`config.mk`:
```
export PLATFORM = sky130hd
export DESIGN_NAME = muldiv_sequencer
export DESIGN_NICKNAME = d
export VERILOG_FILES = /design/src/rtl/muldiv_sequencer.sv
export SDC_FILE = /design/constraint.sdc
export NUM_CORES = 1
export LEC_CHECK = 0
export CORE_AREA = 3 3 172 124
export DETAILED_ROUTE_END_ITERATION = 6
export DIE_AREA = 0 0 175 127
export GPL_TIMING_DRIVEN = 0
export PLACE_DENSITY = 0.74
export SYNTH_ARGS = -nofsm -noshare
export SYNTH_HDL_FRONTEND = slang
export SYNTH_SLANG_ARGS = --single-unit
export TNS_END_PERCENT = 100
```
`constraint.sdc`:
```
create_clock -name clk -period 6 [get_ports clk]
set_clock_uncertainty 0.2 [all_clocks]
set_input_delay 0.6 -clock clk [delete_from_list [all_inputs] [get_ports clk]]
set_output_delay 0.6 -clock clk [all_outputs]
set_load 0.01 [all_outputs]
```
`src/rtl/muldiv_sequencer.sv`:
```
// Sequencer that lets the control unit share one multi-cycle multiplier and one
// multi-cycle divider: it clears, launches, watches and writes back HI/LO.
module muldiv_sequencer #(
    parameter int DATA_WIDTH = 32,
    parameter int TIMEOUT    = 63
) (
    input  logic                    clk,
    input  logic                    reset,
    input  logic                    op_valid,
    input  logic                    op_sel,
    input  logic [DATA_WIDTH-1:0]   op_a,
    input  logic [DATA_WIDTH-1:0]   op_b,
    output logic                    op_ready,
    output logic                    mul_rst,
    output logic                    mul_start,
    output logic [DATA_WIDTH-1:0]   mul_multiplicand,
    output logic [DATA_WIDTH-1:0]   mul_multiplier,
    input  logic                    mul_done,
    input  logic [2*DATA_WIDTH-1:0] mul_product,
    output logic                    div_rst,
    output logic                    div_start,
    output logic [DATA_WIDTH-1:0]   div_dividend,
    output logic [DATA_WIDTH-1:0]   div_divisor,
    input  logic                    div_done,
    input  logic [DATA_WIDTH-1:0]   div_quotient,
    input  logic [DATA_WIDTH-1:0]   div_remainder,
    output logic [DATA_WIDTH-1:0]   hi,
    output logic [DATA_WIDTH-1:0]   lo,
    output logic                    result_valid,
    output logic                    div_by_zero,
    output logic                    timeout_err
);

    localparam int WD_W = $clog2(TIMEOUT + 1);

    typedef enum logic [2:0] {
        S_IDLE,
        S_CLEAR,
        S_LAUNCH,
        S_WAIT,
        S_WB,
        S_WB_DZ,
        S_ERR
    } state_t;

    state_t                state_q, state_d;
    logic                  sel_q, sel_d;
    logic [DATA_WIDTH-1:0] a_q, a_d;
    logic [DATA_WIDTH-1:0] b_q, b_d;
    logic [DATA_WIDTH-1:0] hi_q, hi_d;
    logic [DATA_WIDTH-1:0] lo_q, lo_d;
    logic                  rv_q, rv_d;
    logic                  dz_q, dz_d;
    logic                  to_q, to_d;
    logic [WD_W-1:0]       wdog_q, wdog_d;
    logic                  unit_done;

    // Only the selected unit's done is ever looked at.
    assign unit_done = sel_q ? div_done : mul_done;

    always_ff @(posedge clk or posedge reset) begin
        if (reset) begin
            state_q <= S_IDLE;
            sel_q   <= 1'b0;
            a_q     <= '0;
            b_q     <= '0;
            hi_q    <= '0;
            lo_q    <= '0;
            rv_q    <= 1'b0;
            dz_q    <= 1'b0;
            to_q    <= 1'b0;
            wdog_q  <= '0;
        end else begin
            state_q <= state_d;
            sel_q   <= sel_d;
            a_q     <= a_d;
            b_q     <= b_d;
            hi_q    <= hi_d;
            lo_q    <= lo_d;
            rv_q    <= rv_d;
            dz_q    <= dz_d;
            to_q    <= to_d;
            wdog_q  <= wdog_d;
        end
    end

    always_comb begin
        state_d = state_q;
        sel_d   = sel_q;
        a_d     = a_q;
        b_d     = b_q;
        hi_d    = hi_q;
        lo_d    = lo_q;
        rv_d    = 1'b0;
        dz_d    = dz_q;
        to_d    = to_q;
        wdog_d  = wdog_q;
        case (state_q)
            S_IDLE: begin
                if (op_valid) begin
                    sel_d   = op_sel;
                    a_d     = op_a;
                    b_d     = op_b;
                    dz_d    = 1'b0;
                    to_d    = 1'b0;
                    state_d = (op_sel && (op_b == '0)) ? S_WB_DZ : S_CLEAR;
                end
            end
            S_CLEAR: state_d = S_LAUNCH;
            S_LAUNCH: begin
                wdog_d  = '0;
                state_d = S_WAIT;
            end
            S_WAIT: begin
                wdog_d = wdog_q + WD_W'(1);
                // A done arriving on the last watchdog cycle still counts.
                if (unit_done) begin
                    state_d = S_WB;
                end else if (wdog_q == WD_W'(TIMEOUT - 1)) begin
                    state_d = S_ERR;
                end
            end
            S_WB: begin
                if (sel_q) begin
                    hi_d = div_remainder;
                    lo_d = div_quotient;
                end else begin
                    hi_d = mul_product[2*DATA_WIDTH-1:DATA_WIDTH];
                    lo_d = mul_product[DATA_WIDTH-1:0];
                end
                rv_d    = 1'b1;
                state_d = S_IDLE;
            end
            S_WB_DZ: begin
                hi_d    = a_q;
                lo_d    = '1;
                dz_d    = 1'b1;
                rv_d    = 1'b1;
                state_d = S_IDLE;
            end
            S_ERR: begin
                to_d    = 1'b1;
                state_d = S_IDLE;
            end
            default: state_d = S_IDLE;
        endcase
    end

    // Unit resets clear sticky done before launch and abandon a hung unit after a timeout.
    assign op_ready         = (state_q == S_IDLE);
    assign mul_rst          = reset | (!sel_q && ((state_q == S_CLEAR) || (state_q == S_ERR)));
    assign div_rst          = reset | ( sel_q && ((state_q == S_CLEAR) || (state_q == S_ERR)));
    assign mul_start        = !sel_q && (state_q == S_LAUNCH);
    assign div_start        =  sel_q && (state_q == S_LAUNCH);
    assign mul_multiplicand = a_q;
    assign mul_multiplier   = b_q;
    assign div_dividend     = a_q;
    assign div_divisor      = b_q;
    assign hi               = hi_q;
    assign lo               = lo_q;
    assign result_valid     = rv_q;
    assign div_by_zero      = dz_q;
    assign timeout_err      = to_q;

endmodule

```
==> results.json, run 1 <==
{
  "setup_tns_ns": 0,
  "relSlewSlack": 0.4465,
  "max_cap_viol_count": 0,
  "synth_top_family_by_area": "multiplexers",
  "routabilityCongestion": 0.8384,
  "detail_route.first_pass.iterations": 4,
  "drcViolationCount": 0,
  "dominantRegCellSynth": "dfrtp_1",
  "setup_ws_ns": 2.581,
  "core_sq_um": 19690,
  "layout-drive-gt1-share": 0.1740,
  "die_w_um": 175,
  "rr_worst_depth": 7,
  "worstMarginPinSlew_ns": 0.8303,
  "final_antenna_net_count": 0,
  "yosysTopAreaCell": "dfrtp_1",
  "cp_data_required_time_ns": 5.20,
  "synth_edf_count": 0,
  "combPwrFrac": 0.536,
  "dp_slack_ns": 2.702,
  "p_clk_frac": 0.182,
  "clockBufferDepth": 2,
  "start_util": 0.3481,
  "postCtsSetupBuffers": 0,
  "p_per_area_nw_per_um2": 528.6,
  "port_buffers": 397,
  "netlist_top_cells_area": "dfrtp_1 (51%), mux2_2 (11%), mux2i_1 (9.5%), buf_4 (7.1%), a21oi_1 (5.1%)",
  "syn_inst": 640,
  "cts_root_buf": "clkbuf_16",
  "h-tree-depth": 4,
  "pwr-share-seq": 0.282,
  "clock_latency_ns": 0.42,
  "yosys.cell_types.count": 31,
  "grt_max_degree": 89,
  "grt_pass1_vias": 6725,
  "startpoint_type": "register",
  "ys_seq_area_frac": 0.5148,
  "fmax_ghz": 0.2925,
  "yosysWarningCount": 0,
  "rsz0062_at_grt": "no",
  "setup.worst_path.class": "reg2out",
  "viasPerCell": 4.727,
  "ir_drop_v": 0.0003588,
  "maxSlewViolCount": 0,
  "drt_wl_total_um": 25050,
  "synthesis.nets": 840,
  "hp-class": "reg2reg",
  "clock_sinks": 141,
  "diodes": 0,
  "path_cells": "clkbuf_1, inv_1, nor3_1, a21oi_1, o21ai_0, clkdlybuf4s50_1",
  "worst_hold_path.endpoint": "hi[6]",
  "synthArstFlopShare": 1.000,
  "p_int_mw": 4.063,
  "min_period_ns": 3.419,
  "synth_compound_area_frac": 0.08817,
  "syn_area_per_cell_sq_um": 10.71,
  "die_h_um": 127,
  "finalSetupViolations": 0,
  "grt_usage": 0.2203,
  "crit_family": "buffers and inverters",
  "min_from": "hi[6]",
  "end_kind": "output pin",
  "synth_top_area_share": 0.5148,
  "synthAdderAreaFrac": 0.003651,
  "area_growth_syn_to_layout_pct": 72.56,
  "ctsResizeCount": 0,
  "p_leak_nw": 5.003,
  "outcome": "finished clean",
  "grt_first_pass_wirelength_um": 37850,
  "first_iter_violations": 381,
  "power_switching_share": 0.3501,
  "worst_r2r_endpoint": "lo[23]",
  "nNetsFinal": 1257,
  "critPathArrivalTime_ns": 2.62,
  "final-hold-violation-count": 0,
  "finalPower_mw": 6.252,
  "die_area_sq_um": 22230,
  "dp_hpwl_um": 19430,
  "finish.utilization": 0.6006,
  "p_switching_mw": 2.189,
  "fin_crit_sh": 0.5698,
  "tritoncts": "yes",
  "grt-ovfl-total": 0,
  "num_rows": 43,
  "crit_fanout": 10,
  "clk_pin_slew_worst_paths_ns": 0.06,
  "slowest_stage": "clkdlybuf4s50_1",
  "synth_xor_area_frac": 0,
  "yosys.area_share.simple": 0.08635,
  "worst-path-buf-inv": 3,
  "antenna_found_initial": 0,
  "holdBufCountCts": 0,
  "r2r-start": "state_q[2]",
  "cts_made_buffers": 17,
  "synth.area.mux_share": 0.2017,
  "max_stage_delay_ns": 0.58,
  "synth_area_sq_um": 6854,
  "io_pins": 398,
  "synth-seq-cells": 141,
  "worstHoldPathCells": 2,
  "r2r_setup_slack_ns": 3.76,
  "crit_cells": 6,
  "routedWlPerCell_um": 18.71,
  "vias": 6329
}
## power by group through the flow
stage	Sequential [mW]	Combinational (mW)	Clock (mW)
after global routing	1.83	3.60	1.19
after floorplan	1.86	1.45	0
after detailed placement	1.77	3.37	0
after global placement	1.76	3.33	0
final	1.77	3.35	1.14
after CTS	1.77	3.39	1.16
## metal layers
layer,part of all wire,global-route usage,vias up
met5,0,0,-
met4,0.014,0.05954,0
met3,0.072,0.06358,24
met2,0.50,0.3811,239
met1,0.41,0.2715,3089
li1,-,-,2977
## how the worst max path moves through the flow
stage,to,start
after floorplan,div_rst,reset
after global placement,mul_rst,reset
after detailed placement,mul_rst,reset
after CTS,div_rst,state_q[0]
after global routing,div_rst,state_q[0]
final,div_rst,state_q[0]
## layout make-up
type	instances	area [sq um]
buffer	103	695.7
clock buffer	19	442.9
clock inverter	12	186.4
fill	1673	7864
inverter	7	31.28
multi-input combinational	389	2604
sequential	141	3528
tap	270	337.8
timing repair buffer	398	4001
## worst min-delay path, stage by stage, from the launching register on
cell and delay [ns]:
dfrtp_1 0.34, nand2_1 0.05, o21ai_0 0.06
## layout by cell type, fill, tap and decap left out, drive strengths merged, types with 4 or more instances in the layout
cell type / count
clkbuf: 36
nand2: 45
mux2: 65
nor4: 6
nand3: 4
buf: 87
clkdlybuf4s50: 397
dfrtp: 141
mux2i: 65
o21ai: 42
nor3: 8
bufinv: 4
inv: 9
a21oi: 70
nor2: 69
## cell usage after synthesis (2+ instances only)
cell	instances
dfrtp_1	141
a21oi_1	70
nor2_1	69
buf_4	65
mux2_2	65
mux2i_1	65
nand2_1	44
o21ai_0	42
clkbuf_1	16
buf_2	15
nor3_1	7
buf_6	6
inv_1	6
nor4_1	6
nand3_1	4
a31oi_1	2
ha_1	2
o31ai_1	2
## sequential cells by signal, summed over array words and instances, names as in the netlist
name          count
div_divisor      32
div_dividend     32
div_by_zero       1
hi               32
result_valid      1
wdog_q            6
state_q           3
lo               32
timeout_err       1
sel_q             1
## per-stage QoR
step / instances / instance area, sq um / hold slack, ns
final: 1339 / 11830 / 0.2782
after global routing: 1339 / 11830 / 0.2958
after CTS: 1339 / 11830 / 0.2843
after detailed placement: 1308 / 11200 / 0.2703
after global placement: 1307 / 11170 / 0.2611
after floorplan: 640 / 6854 / 0.2859
## cells by family (layout without fill, tap and decap cells)
group / Yosys count / in the layout
fa+ha+maj: 2 / 2
compound gates: 118 / 118
simple gates: 139 / 139
buf+inv: 110 / 539
mux: 130 / 130
flops: 141 / 141
Note: power is estimated with default switching activity, not from simulation.
==> run 2, diff against run 1 <==
- clock period: 6 -> 3.25 ns (I/O delays scaled with it)
==> run 2 against run 1 <==
  * Setup slack worse by 2.4 ns
  * Sequential cell count unchanged
  * Highest routed layer is now met5
  * First-iteration DRC count down 33%
  * Die area unchanged
  * Critical endpoint unchanged
  * Non-clock buffer count up 2
  * Via count up 0.14%
  * Register-to-register slack worse by 2.8 ns
  * Sequential share of layout area down 0.052 points
  * Combinational power up 84%
  * Utilization up 0.13 points
==> results.json, run 2 (synthesis results as in run 1) <==
{
  "final_cell_mix": "clkdlybuf4s50_1 (397), dfrtp_1 (140), a21oi_1 (70)",
  "p_leak_nw": 5.014,
  "r2r_setup_slack_ns": 1.01,
  "nNetsFinal": 1259,
  "clk_pin_slew_worst_paths_ns": 0.07,
  "max_cap_viol_count": 0,
  "routedWlPerCell_um": 18.90,
  "num_rows": 43,
  "h-tree-depth": 4,
  "grt-ovfl-total": 0,
  "clock_sinks": 141,
  "first_iter_violations": 256,
  "hp-class": "in2async",
  "drt_wl_total_um": 25340,
  "final-hold-violation-count": 0,
  "grt_max_degree": 40,
  "p_per_area_nw_per_um2": 965.6,
  "startpoint_type": "register",
  "layout-drive-gt1-share": 0.1774,
  "port_buffers": 397,
  "final_common_cell": "clkdlybuf4s50_1",
  "fmax_ghz": 0.3279,
  "postCtsSetupBuffers": 0,
  "viasPerCell": 4.726,
  "cts_made_buffers": 17,
  "die_area_sq_um": 22230,
  "clock_latency_ns": 0.41,
  "regArea_sq_um": 3530,
  "cts_root_buf": "clkbuf_16",
  "worstMarginPinSlew_ns": 0.5334,
  "start_util": 0.3481,
  "die_w_um": 175,
  "cp_data_required_time_ns": 2.72,
  "diodes": 0,
  "ir_drop_v": 0.0006390,
  "setup.worst_path.class": "reg2out",
  "rr_worst_depth": 7,
  "detail_route.first_pass.iterations": 4,
  "io_pins": 398,
  "core_sq_um": 19690,
  "crit_fanout": 10,
  "grt_usage": 0.2237,
  "fin_crit_sh": 0.9383,
  "tritoncts": "yes",
  "end_kind": "output pin",
  "drcViolationCount": 0,
  "vias": 6338,
  "finish.utilization": 0.6019,
  "min_period_ns": 3.049,
  "multi_input_area_sq_um": 2604,
  "final_antenna_net_count": 0,
  "area_growth_syn_to_layout_pct": 72.93,
  "relSlewSlack": 0.6444,
  "final_cells": 1341,
  "grt_first_pass_wirelength_um": 38320,
  "holdWs_ns": 0.02858,
  "rsz0062_at_grt": "no",
  "dp_cells": 1311,
  "critPathArrivalTime_ns": 2.52,
  "routabilityCongestion": 0.8489,
  "clockBufferDepth": 2,
  "dp_hpwl_um": 20010,
  "outcome": "finished clean",
  "die_h_um": 127,
  "nFillCells": 1691,
  "antenna_found_initial": 2,
  "finalSetupViolations": 0,
  "maxSlewViolCount": 0,
  "grt_pass1_vias": 6668
}
[run 2: repair_timing]
item / in CTS / in global routing
endpoints found under the setup margin: 2 / 1
pin swaps: 0 / 0
hold buffers: 0 / 0
gates resized for setup: 0 / 1
[run 2: worst paths after layout]
| path | start | endpoint |
|---|---|---|
| max | sel_q | div_rst |
| min | reset | div_dividend[0] |
| max reg2reg | state_q[2] | lo[19] |
| min reg2reg | hi[15] | hi[15] |
| max in group asynchronous | reset | lo[15] |
| min in group clk | hi[15] | hi[15] |
[run 2: layout make-up]
type                    instances  area share
flip-flops and latches        141      0.2978
plain buffers                 102     0.05838
repair buffers                401      0.3420
clock inverters                12     0.01372
well taps                     270     0.02850
clock buffers                  19     0.03737
multi-input cells             389      0.2197
inverters                       7    0.002534
[run 2: metal layers]
| metal | vias up | track usage | wire length [um] |
|---|---|---|---|
| li1 | 2981 | - | - |
| met1 | 3072 | 0.2676 | 10040 |
| met2 | 253 | 0.3889 | 12810 |
| met3 | 28 | 0.07873 | 2148 |
| met4 | 4 | 0.05391 | 320 |
| met5 | - | 0 | 28 |
[run 2: per-stage QoR]
stage,total power [mW],TNS (ns),setup WS (ns),instance area (sq um)
after floorplan,6.110,-0.3113,-0.1557,6858
after global placement,9.378,-63.05,-1.995,11170
after detailed placement,9.491,0,0.4022,11250
after CTS,11.57,0,0.1145,11850
after global routing,12.14,0,0.02424,11850
final,11.45,0,0.2006,11850
[run 2: worst max-delay path, cell delays in order (launching register included)]
cell,delay (ns)
dfrtp_1,0.31
buf_2,0.20
buf_2,0.35
buf_2,0.38
inv_1,0.11
o21ai_0,0.17
clkdlybuf4s50_1,0.58
[run 2: power breakdown]
part / total, mW / internal [mW] / switching (mW)
Clock: 2.02 / 1.23 / 0.788
Sequential: 3.27 / 2.55 / 0.720
Combinational: 6.15 / 3.64 / 2.51
==> run 3, diff against run 2 <==
- ABC_AREA: not set -> 1
- CORE_AREA: 3 3 172 124 -> 3 3 155 157
- DIE_AREA: 0 0 175 127 -> 0 0 158 160
- PLACE_DENSITY: 0.74 -> not set
==> run 3 against run 2 <==
  * Sequential share of layout area up 0.36 points
  * Synthesized area down 3.1%
  * Critical endpoint is now mul_rst
  * Synthesized cell count up 18%
  * Clock-buffer cell count up 1
  * Non-clock buffer count up 2
  * Maximum frequency up 6.6%
  * Highest routed layer unchanged
  * Sequential cell count unchanged
==> results.json, run 3 <==
{
  "synth_commonest_cells": "nand2_1 (270), dfrtp_1 (141), buf_4 (74)",
  "yosysWarningCount": 0,
  "io_pins": 398,
  "rsz0062_at_grt": "no",
  "netlist_top_cells_area": "dfrtp_1 (53%), nand2_1 (15%), buf_4 (8.4%), mux2i_1 (4.7%), nor2_1 (3.4%)",
  "final_area_sq_um": 11710,
  "yosys.area_share.simple": 0.2040,
  "core_sq_um": 22640,
  "synth-seq-cells": 141,
  "r2r-start": "state_q[1]",
  "critical_path.startpoint": "sel_q",
  "clock_sinks": 141,
  "tritoncts": "yes",
  "place_area_sq_um": 11040,
  "setup_tns_ns": 0,
  "critPathArrivalTime_ns": 2.34,
  "detail_route.first_pass.iterations": 5,
  "synthAdderAreaFrac": 0.003767,
  "synth_area_sq_um": 6643,
  "area_growth_syn_to_layout_pct": 76.21,
  "fin_crit_sh": 0.8803,
  "min_period_ns": 2.861,
  "p_leak_nw": 5.235,
  "nNetsFinal": 1379,
  "first_iter_violations": 313,
  "clk_pin_slew_worst_paths_ns": 0.06,
  "syn_area_per_cell_sq_um": 8.763,
  "ctsResizeCount": 0,
  "num_rows": 55,
  "p_per_area_nw_per_um2": 958.9,
  "worstMarginPinSlew_ns": 0.8644,
  "synthArstFlopShare": 1.000,
  "synth_most_common_cell": "nand2_1",
  "syn_inst": 758,
  "dominantRegCellSynth": "dfrtp_1",
  "synth_top_area_share": 0.5312,
  "grt_first_pass_wirelength_um": 41160,
  "setup.worst_path.class": "reg2out",
  "vias": 6684,
  "cts_root_buf": "clkbuf_16",
  "startpoint_type": "register",
  "hp-class": "in2async",
  "final_antenna_net_count": 0,
  "final_common_cell": "clkdlybuf4s50_1",
  "ys_seq_area_frac": 0.5312,
  "cts_made_buffers": 17,
  "fmax_ghz": 0.3495,
  "yosysTopAreaCell": "dfrtp_1",
  "crit_fanout": 10,
  "clockBufferDepth": 2,
  "relSlewSlack": 0.4206,
  "h-tree-depth": 4,
  "final-hold-violation-count": 0,
  "start_util": 0.2934,
  "end_kind": "output pin",
  "routedWlPerCell_um": 18.39,
  "die_area_sq_um": 25280,
  "outcome": "finished clean",
  "final_cell_mix": "clkdlybuf4s50_1 (397), nand2_1 (270), dfrtp_1 (141)",
  "grt_max_degree": 42,
  "drcViolationCount": 0,
  "port_buffers": 397,
  "clock_latency_ns": 0.41,
  "grt_pass1_vias": 6871,
  "synth.area.mux_share": 0.04671,
  "synth_top_family_by_area": "simple AND/OR/NAND/NOR gates",
  "grt_usage": 0.2123,
  "synth_edf_count": 0,
  "dp_hpwl_um": 21020,
  "die_w_um": 158,
  "antenna_found_initial": 2,
  "grt-ovfl-total": 0,
  "yosys.cell_types.count": 26,
  "maxSlewViolCount": 0,
  "synthesis.nets": 958,
  "synth_compound_area_frac": 0.1002,
  "routabilityCongestion": 0.8303,
  "finalSetupViolations": 0,
  "synth_xor_area_frac": 0.001319,
  "ir_drop_v": 0.0003784,
  "layout-drive-gt1-share": 0.1134,
  "cp_data_required_time_ns": 2.72,
  "viasPerCell": 4.525,
  "drt_wl_total_um": 27170,
  "max_cap_viol_count": 0,
  "die_h_um": 160
}
run 3: worst paths after layout:
path                                         end  depth (start not counted)  slack [ns]
worst max-delay path                     mul_rst                          5        0.39
worst min-delay path             div_dividend[2]                          3        0.20
worst max register to register             hi[2]                          5        1.27
worst min register to register       div_by_zero                          2        0.27
max in group asynchronous       div_dividend[20]                          4        2.13
min in group clk                div_dividend[17]                          3        0.24
run 3: per-stage QoR:
| step | cells | worst slack [ns] | power, mW | utilization | hold WS (ns) |
|---|---|---|---|---|---|
| finish | 1477 | 0.3891 | 11.22 | 0.5170 | 0.1966 |
| global route | 1477 | 0.2051 | 11.99 | 0.5170 | 0.2265 |
| CTS | 1476 | 0.3049 | 11.39 | 0.5169 | 0.1924 |
| detailed placement | 1443 | -0.2833 | 9.113 | 0.4875 | 0.2629 |
| global placement | 1440 | -2.406 | 9.039 | 0.4848 | 0.2632 |
| floorplan | 758 | -0.1557 | 5.838 | - | 0.2346 |
run 3: critical path: stages, from the launching register on:
cell,delay [ns]
dfrtp_1,0.32
buf_2,0.15
buf_4,0.23
clkbuf_1,0.51
o21ai_0,0.19
clkdlybuf4s50_1,0.53
run 3: power breakdown:
part	switching, mW	internal [mW]	total [mW]	leakage [nW]
Combinational	2.61	3.22	5.84	3.28
Sequential	0.656	2.52	3.18	1.64
Clock	0.773	1.44	2.21	0.318
run 3: final cells by class:
class	count	area (sq um)
multi-input combinational	496	2365
inverter	17	67.56
fill	2153	10940
sequential	141	3528
timing repair buffer	401	4041
clock buffer	20	436.7
tap	285	356.6
antenna	1	2.502
timing repair inverter	1	5.005
clock inverter	11	216.5
buffer	104	685.7
run 3: logic make-up (layout without fill, tap and decap cells):
| group | count (synthesis) | count (layout) |
|---|---|---|
| adders and majority gates | 2 | 2 |
| buffers and inverters | 121 | 554 |
| muxes | 31 | 31 |
| AOI/OAI and AO/OA | 115 | 115 |
| other | 0 | 1 |
| DFF | 141 | 141 |
| xor gates and xnor gates | 1 | 1 |
| and+or+nand+nor | 347 | 347 |
run 3: layer usage:
metal  vias to the layer above  track usage  routed length, um  share of wire
met5                         -            0                 13        0.00048
met4                         2      0.05788                471          0.017
met3                        27      0.05799               2110          0.078
met2                       261       0.3618              13590           0.50
met1                      3124       0.2643              10990           0.40
li1                       3270            -                  -              -
run 3: timing repair:
item,4_1_cts,5_1_grt
setup endpoints to repair,2,0
buffers inserted,1,0
hold buffers,0,0
